$ cat config.mk
export PLATFORM = sky130hd
export DESIGN_NAME = vx_commit_arbiter
export DESIGN_NICKNAME = d
export VERILOG_FILES = /design/src/rtl/vx_commit_arbiter.sv
export SDC_FILE = /design/constraint.sdc
export NUM_CORES = 1
export LEC_CHECK = 0
export ABC_AREA = 1
export CAP_MARGIN = 10
export CORE_AREA = 2 2 519 521
export CTS_CLUSTER_SIZE = 24
export DETAILED_ROUTE_END_ITERATION = 8
export DIE_AREA = 0 0 521 523
export SKIP_LAST_GASP = 1
export SLEW_MARGIN = 20
export SYNTH_ARGS = -nofsm -noshare
export SYNTH_HDL_FRONTEND = slang
export SYNTH_SLANG_ARGS = --single-unit
$ cat constraint.sdc
create_clock -name clk -period 4.3 [get_ports clk]
set_clock_uncertainty 0.05 [all_clocks]
set_input_delay 0.43 -clock clk [delete_from_list [all_inputs] [get_ports clk]]
set_output_delay 0.43 -clock clk [all_outputs]
set_load 0.03 [all_outputs]
$ cat src/rtl/vx_commit_arbiter.sv
// Commit arbiter: merges execute-unit result packets into one registered writeback stream.
// Optional stall counter output perf_commit_stalls when COMMIT_PERF_EN is defined.
module vx_commit_arbiter #(
   parameter int NUM_REQS    = 5,
   parameter int NUM_THREADS = 4,
   parameter int NUM_WARPS   = 4,
   parameter int NR_BITS     = 5,
   parameter int DATA_W      = 32,
   parameter int UUID_W      = 44,
   parameter int PC_W        = 32
`ifdef COMMIT_PERF_EN
   ,
   parameter int PERF_CTR_BITS = 16
`endif
   ,
   localparam int WID_W = (NUM_WARPS > 1) ? $clog2(NUM_WARPS) : 1
) (
   input  logic                              clk,
   input  logic                              reset,
   input  logic [NUM_REQS-1:0]               req_valid,
   output logic [NUM_REQS-1:0]               req_ready,
   input  logic [NUM_REQS*UUID_W-1:0]        req_uuid,
   input  logic [NUM_REQS*WID_W-1:0]         req_wid,
   input  logic [NUM_REQS*PC_W-1:0]          req_pc,
   input  logic [NUM_REQS*NUM_THREADS-1:0]   req_tmask,
   input  logic [NUM_REQS-1:0]               req_wb,
   input  logic [NUM_REQS*NR_BITS-1:0]       req_rd,
   input  logic [NUM_REQS*NUM_THREADS*DATA_W-1:0] req_data,
   input  logic [NUM_REQS-1:0]               req_eop,
   output logic                              wb_valid,
   output logic [UUID_W-1:0]                 wb_uuid,
   output logic [WID_W-1:0]                  wb_wid,
   output logic [PC_W-1:0]                   wb_pc,
   output logic [NUM_THREADS-1:0]            wb_tmask,
   output logic [NR_BITS-1:0]                wb_rd,
   output logic [NUM_THREADS*DATA_W-1:0]     wb_data,
   output logic                              wb_eop
`ifdef COMMIT_PERF_EN
   ,
   output logic [PERF_CTR_BITS-1:0]          perf_commit_stalls
`endif
);

   localparam int IDX_W = $clog2(NUM_REQS);

   typedef enum logic {IDLE, LOCKED} state_t;

   state_t           state_q, state_d;
   logic [IDX_W-1:0] lock_src_q, lock_src_d;
   logic [IDX_W-1:0] rr_ptr_q, rr_ptr_d;
   logic [IDX_W-1:0] grant_idx;
   logic             grant_any;

   logic [UUID_W-1:0]             uuid_a  [NUM_REQS];
   logic [WID_W-1:0]              wid_a   [NUM_REQS];
   logic [PC_W-1:0]               pc_a    [NUM_REQS];
   logic [NUM_THREADS-1:0]        tmask_a [NUM_REQS];
   logic [NR_BITS-1:0]            rd_a    [NUM_REQS];
   logic [NUM_THREADS*DATA_W-1:0] data_a  [NUM_REQS];

   logic                          wb_valid_q, wb_eop_q;
   logic [UUID_W-1:0]             wb_uuid_q;
   logic [WID_W-1:0]              wb_wid_q;
   logic [PC_W-1:0]               wb_pc_q;
   logic [NUM_THREADS-1:0]        wb_tmask_q;
   logic [NR_BITS-1:0]            wb_rd_q;
   logic [NUM_THREADS*DATA_W-1:0] wb_data_q;

   genvar gi;
   generate
      for (gi = 0; gi < NUM_REQS; gi++) begin : g_src
         assign uuid_a[gi]    = req_uuid[gi*UUID_W +: UUID_W];
         assign wid_a[gi]     = req_wid[gi*WID_W +: WID_W];
         assign pc_a[gi]      = req_pc[gi*PC_W +: PC_W];
         assign tmask_a[gi]   = req_tmask[gi*NUM_THREADS +: NUM_THREADS];
         assign rd_a[gi]      = req_rd[gi*NR_BITS +: NR_BITS];
         assign data_a[gi]    = req_data[gi*NUM_THREADS*DATA_W +: NUM_THREADS*DATA_W];
         assign req_ready[gi] = grant_any && (grant_idx == IDX_W'(gi));
      end
   endgenerate

   // Locked: only the owner may be granted. Idle: first valid at or after rr_ptr.
   always_comb begin
      int idx;
      idx       = 0;
      grant_any = 1'b0;
      grant_idx = '0;
      if (!reset) begin
         if (state_q == LOCKED) begin
            grant_any = req_valid[lock_src_q];
            grant_idx = lock_src_q;
         end else begin
            for (int k = 0; k < NUM_REQS; k++) begin
               idx = int'(rr_ptr_q) + k;
               if (idx >= NUM_REQS) idx = idx - NUM_REQS;
               if (!grant_any && req_valid[IDX_W'(idx)]) begin
                  grant_any = 1'b1;
                  grant_idx = IDX_W'(idx);
               end
            end
         end
      end
   end

   always_comb begin
      state_d    = state_q;
      lock_src_d = lock_src_q;
      rr_ptr_d   = rr_ptr_q;
      if (grant_any) begin
         rr_ptr_d = (grant_idx == IDX_W'(NUM_REQS - 1)) ? '0 : grant_idx + 1'b1;
         if (state_q == IDLE && !req_eop[grant_idx]) begin
            state_d    = LOCKED;
            lock_src_d = grant_idx;
         end else if (state_q == LOCKED && req_eop[grant_idx]) begin
            state_d = IDLE;
         end
      end
   end

   always_ff @(posedge clk) begin
      if (reset) begin
         state_q    <= IDLE;
         lock_src_q <= '0;
         rr_ptr_q   <= '0;
         wb_valid_q <= 1'b0;
         wb_eop_q   <= 1'b0;
         wb_uuid_q  <= '0;
         wb_wid_q   <= '0;
         wb_pc_q    <= '0;
         wb_tmask_q <= '0;
         wb_rd_q    <= '0;
         wb_data_q  <= '0;
      end else begin
         state_q    <= state_d;
         lock_src_q <= lock_src_d;
         rr_ptr_q   <= rr_ptr_d;
         // A non-writing eop still emits an empty-mask packet so the scoreboard releases the warp.
         wb_valid_q <= grant_any && (req_wb[grant_idx] || req_eop[grant_idx]);
         wb_eop_q   <= grant_any && req_eop[grant_idx];
         if (grant_any) begin
            wb_uuid_q  <= uuid_a[grant_idx];
            wb_wid_q   <= wid_a[grant_idx];
            wb_pc_q    <= pc_a[grant_idx];
            wb_tmask_q <= req_wb[grant_idx] ? tmask_a[grant_idx] : '0;
            wb_rd_q    <= rd_a[grant_idx];
            wb_data_q  <= data_a[grant_idx];
         end
      end
   end

   assign wb_valid = wb_valid_q;
   assign wb_eop   = wb_eop_q;
   assign wb_uuid  = wb_uuid_q;
   assign wb_wid   = wb_wid_q;
   assign wb_pc    = wb_pc_q;
   assign wb_tmask = wb_tmask_q;
   assign wb_rd    = wb_rd_q;
   assign wb_data  = wb_data_q;

`ifdef COMMIT_PERF_EN
   logic [PERF_CTR_BITS-1:0] perf_q;
   logic                     multi_valid, lock_block;

   assign multi_valid = |(req_valid & (req_valid - 1'b1));
   assign lock_block  = (state_q == LOCKED) &&
                        |(req_valid & ~(NUM_REQS'(1) << lock_src_q));

   always_ff @(posedge clk) begin
      if (reset) begin
         perf_q <= '0;
      end else if ((multi_valid || lock_block) && !(&perf_q)) begin
         perf_q <= perf_q + 1'b1;
      end
   end

   assign perf_commit_stalls = perf_q;
`endif

endmodule
==> results.md <==
- GRT overflow: 0
- Die height: 523 um
- Crit-path max cell delay: 390 ps
- Final setup violation count: 0
- Clock-pin slew on the worst setup and hold paths: 60 ps
- Worst-path maximum fanout: 5
- Core area: 267000 sq um
- Multiplexer share of the synthesized area: 0.06150%
- P&R area growth vs syn: 134.0%
- Hold Vio Cnt, Final: 0
- Register area share after synthesis: 27.55%
- Crit-path slowest cell: fa_2
- Power Total: 39.42 mW
- Residual DRC: 0
- Synth unique cells: 35
- Combinational family with the most area after synthesis: compound AO/OA/AOI/OAI gates
- Leak pwr: 13.96 nW
- Largest net degree at the start of global routing: 119
- Vias per inst: 3.609
- Rel. slew slack: 24.75%
- Wire length per cell: 29.62 um
- CP Class: reg -> out
- Share of cells above drive strength 1: 11.79%
- Mapped Area: 16280 sq um
- Synth Area in Adders: 1.199%
- Top Ports: 1314
- Worst hold margin: 387.9 ps
- Mapped Avg Cell Area: 5.982 sq um
- Utilization after layout: 14.26%
- Post-Place Worst Slack: -274.3 ps
- Fmax achieved: 237.2 MHz
- Crit end category: output port
- Setup tns final: 0 ps
- Leading cell types in the layout, fill and taps excluded: clkdlybuf4s50_1 (1306), a21oi_1 (646), nor2_1 (435)
- Simple-gate share of the synthesized area: 20.66%
- Compound-Gate Fraction of Synth Area: 42.06%
- Clock root buffer: clkbuf_16
- Worst EP arrival: 3740 ps
- Pins over their slew limit: 0
- Run status: completed
- Synth Register Bits: 224
- Syn Nets: 3828
- Clk_lat worst skew: 650 ps
- CTS tree: yes
- Detailed Route WL: 230600 um
- RePlAce Congestion: 0.9823
- Hold-fix buffers at CTS: 0
- Via count: 28090
- RSZ-0062 raised after global routing: true
- PD cells: 1035 nW/um^2
- Synth warn: 0
- VDD IR max: 0.0005191 V
- Tmin final: 4215 ps
- Max-Cap Viols: 0
- Setup WS post-layout: 84.78 ps
- Most common cell after layout, fill and taps aside: clkdlybuf4s50_1
- Worst reg2reg setup slack: 190 ps
- Final ANT Viol Nets: 0
- Hpwl dp: 198900 um
- Die width: 521 um
- Buf+Inv Stages, Crit Path: 9
- Initial Util: 6.097%
- Worst Tran Pin Value: 1129 ps
- Final #Nets: 5225
- Pre-Repair DR Iteration Count: 6
- TritonCTS Buffers: 39
- Number of H-tree levels: 2
- Antenna violations before repair: 257
- Critical Path RT: 3820 ps
- Worst hold path class: in -> reg
- Cell breakdown of the critical path: inv_2, ha_4, inv_2, fa_2, inv_4, buf_4, nand2_1, o21ai_2, inv_1, nand4_1, nand2_4, nor2_4, nand3_4, inv_2, nand2_1, nand2_1, nand2_2, nand2_8, buf_16, buf_12, ha_4, nand2_2, nor2_1, buf_4
- Vias in the first global route: 26080
- Initial drt markers: 2034
- Setup crit start kind: register
- # rows: 190
- Final period utilization: 98.03%
- First-pass GRT wire length: 281500 um
- CTS Buffer Depth: 3
- Clk sinks: 224
- XOR/XNOR Fraction of Synth Area: 0.1614%
- Family with the most delay on the worst path: simple AND/OR/NAND/NOR gates
- DIE AREA: 272500 sq um
- GR Util All Layers: 15.98%
- Syn Inst Count: 2721
- I/O Buffers: 1313
-- logic make-up after synthesis --
logic type | count (synthesis)
flip-flops | 224
AND/OR/NAND/NOR | 848
buffers and inverters | 319
XOR/XNOR | 3
multiplexers | 1
AO/OA/AOI/OAI | 1311
adder cells (fa/ha/maj) | 15
-- repair_timing --
action	4_1_cts	5_1_grt
gates cloned	0	3
buffers inserted	22	38
gates resized for setup	56	86
pin swaps	13	38
setup endpoints to repair	25	68
-- final timing paths --
path / cells after the start / to / start
max reg2reg: 27 / wb_data[33] / rr_ptr_q[0]
max: 24 / req_ready[4] / rr_ptr_q[0]
min reg2reg: 2 / wb_tmask[2] / wb_tmask[2]
min: 3 / wb_data[13] / req_data[525]
-- stage by stage --
stage | std cells | instance area [sq um]
3_5_place_dp | 7566 | 35390
3_3_place_gp | 7565 | 35380
5_1_grt | 7743 | 37980
2_1_floorplan | 2721 | 16280
6_report | 7783 | 38080
4_1_cts | 7660 | 37120
-- worst min-delay path: stages --
cell and delay (ps):
clkdlybuf4s50_1 400, a21oi_1 140, a21oi_1 70
-- flip-flops by register name, indices dropped and copies added (netlist names) --
| name | cells |
|---|---|
| wb_rd | 5 |
| lock_src_q | 3 |
| state_q | 1 |
| wb_eop | 1 |
| wb_tmask | 4 |
| wb_wid | 2 |
| wb_pc | 32 |
| rr_ptr_q | 3 |
| wb_uuid | 44 |
| wb_valid | 1 |
| wb_data | 128 |
-- Yosys cell counts, drive strengths merged --
cell,instances,area share [%]
ha,14,1.1
nor2,443,10
o22ai,211,8.1
o21bai,1,0.069
xnor2,1,0.054
nand3,64,2.0
nor3,2,0.16
mux2i,1,0.061
o31ai,1,0.046
a32o,1,0.061
xor2,2,0.11
a31oi,1,0.038
nand4,11,0.46
buf,97,3.2
clkinv,1,0.023
nand2,327,7.7
dfxtp,224,28
o211ai,2,0.092
clkbuf,168,3.9
o21ai,446,14
or2,1,0.038
a21oi,648,20
fa,1,0.12
inv,53,1.2
-- report_power, final --
| part | switching, mW | internal [mW] | leakage (nW) | total, mW |
|---|---|---|---|---|
| Combinational | 20.2 | 11.6 | 11.4 | 31.8 |
| Sequential | 0.741 | 3.26 | 1.89 | 4.00 |
| Clock | 1.46 | 2.11 | 0.662 | 3.57 |
| Total | 22.4 | 17.0 | 14.0 | 39.4 |
-- area by class of cell --
class	instances	area, sq um
repair buffers	1621	16390
inverters	54	245.2
well taps	3552	4444
clock inverters	20	254.0
clock buffers	52	1106
flip-flops and latches	224	4491
fillers	30820	228900
diodes	82	205.2
multi-input cells	2178	10940
-- metal layers --
metal	global-route usage [%]	vias up	part of all wire (%)
met5	0	-	0.39
met4	5.725	136	4.8
met3	8.546	590	13
met2	24.90	1781	42
met1	18.45	13110	39
li1	-	12470	-
(Power assumes the default switching activity.)
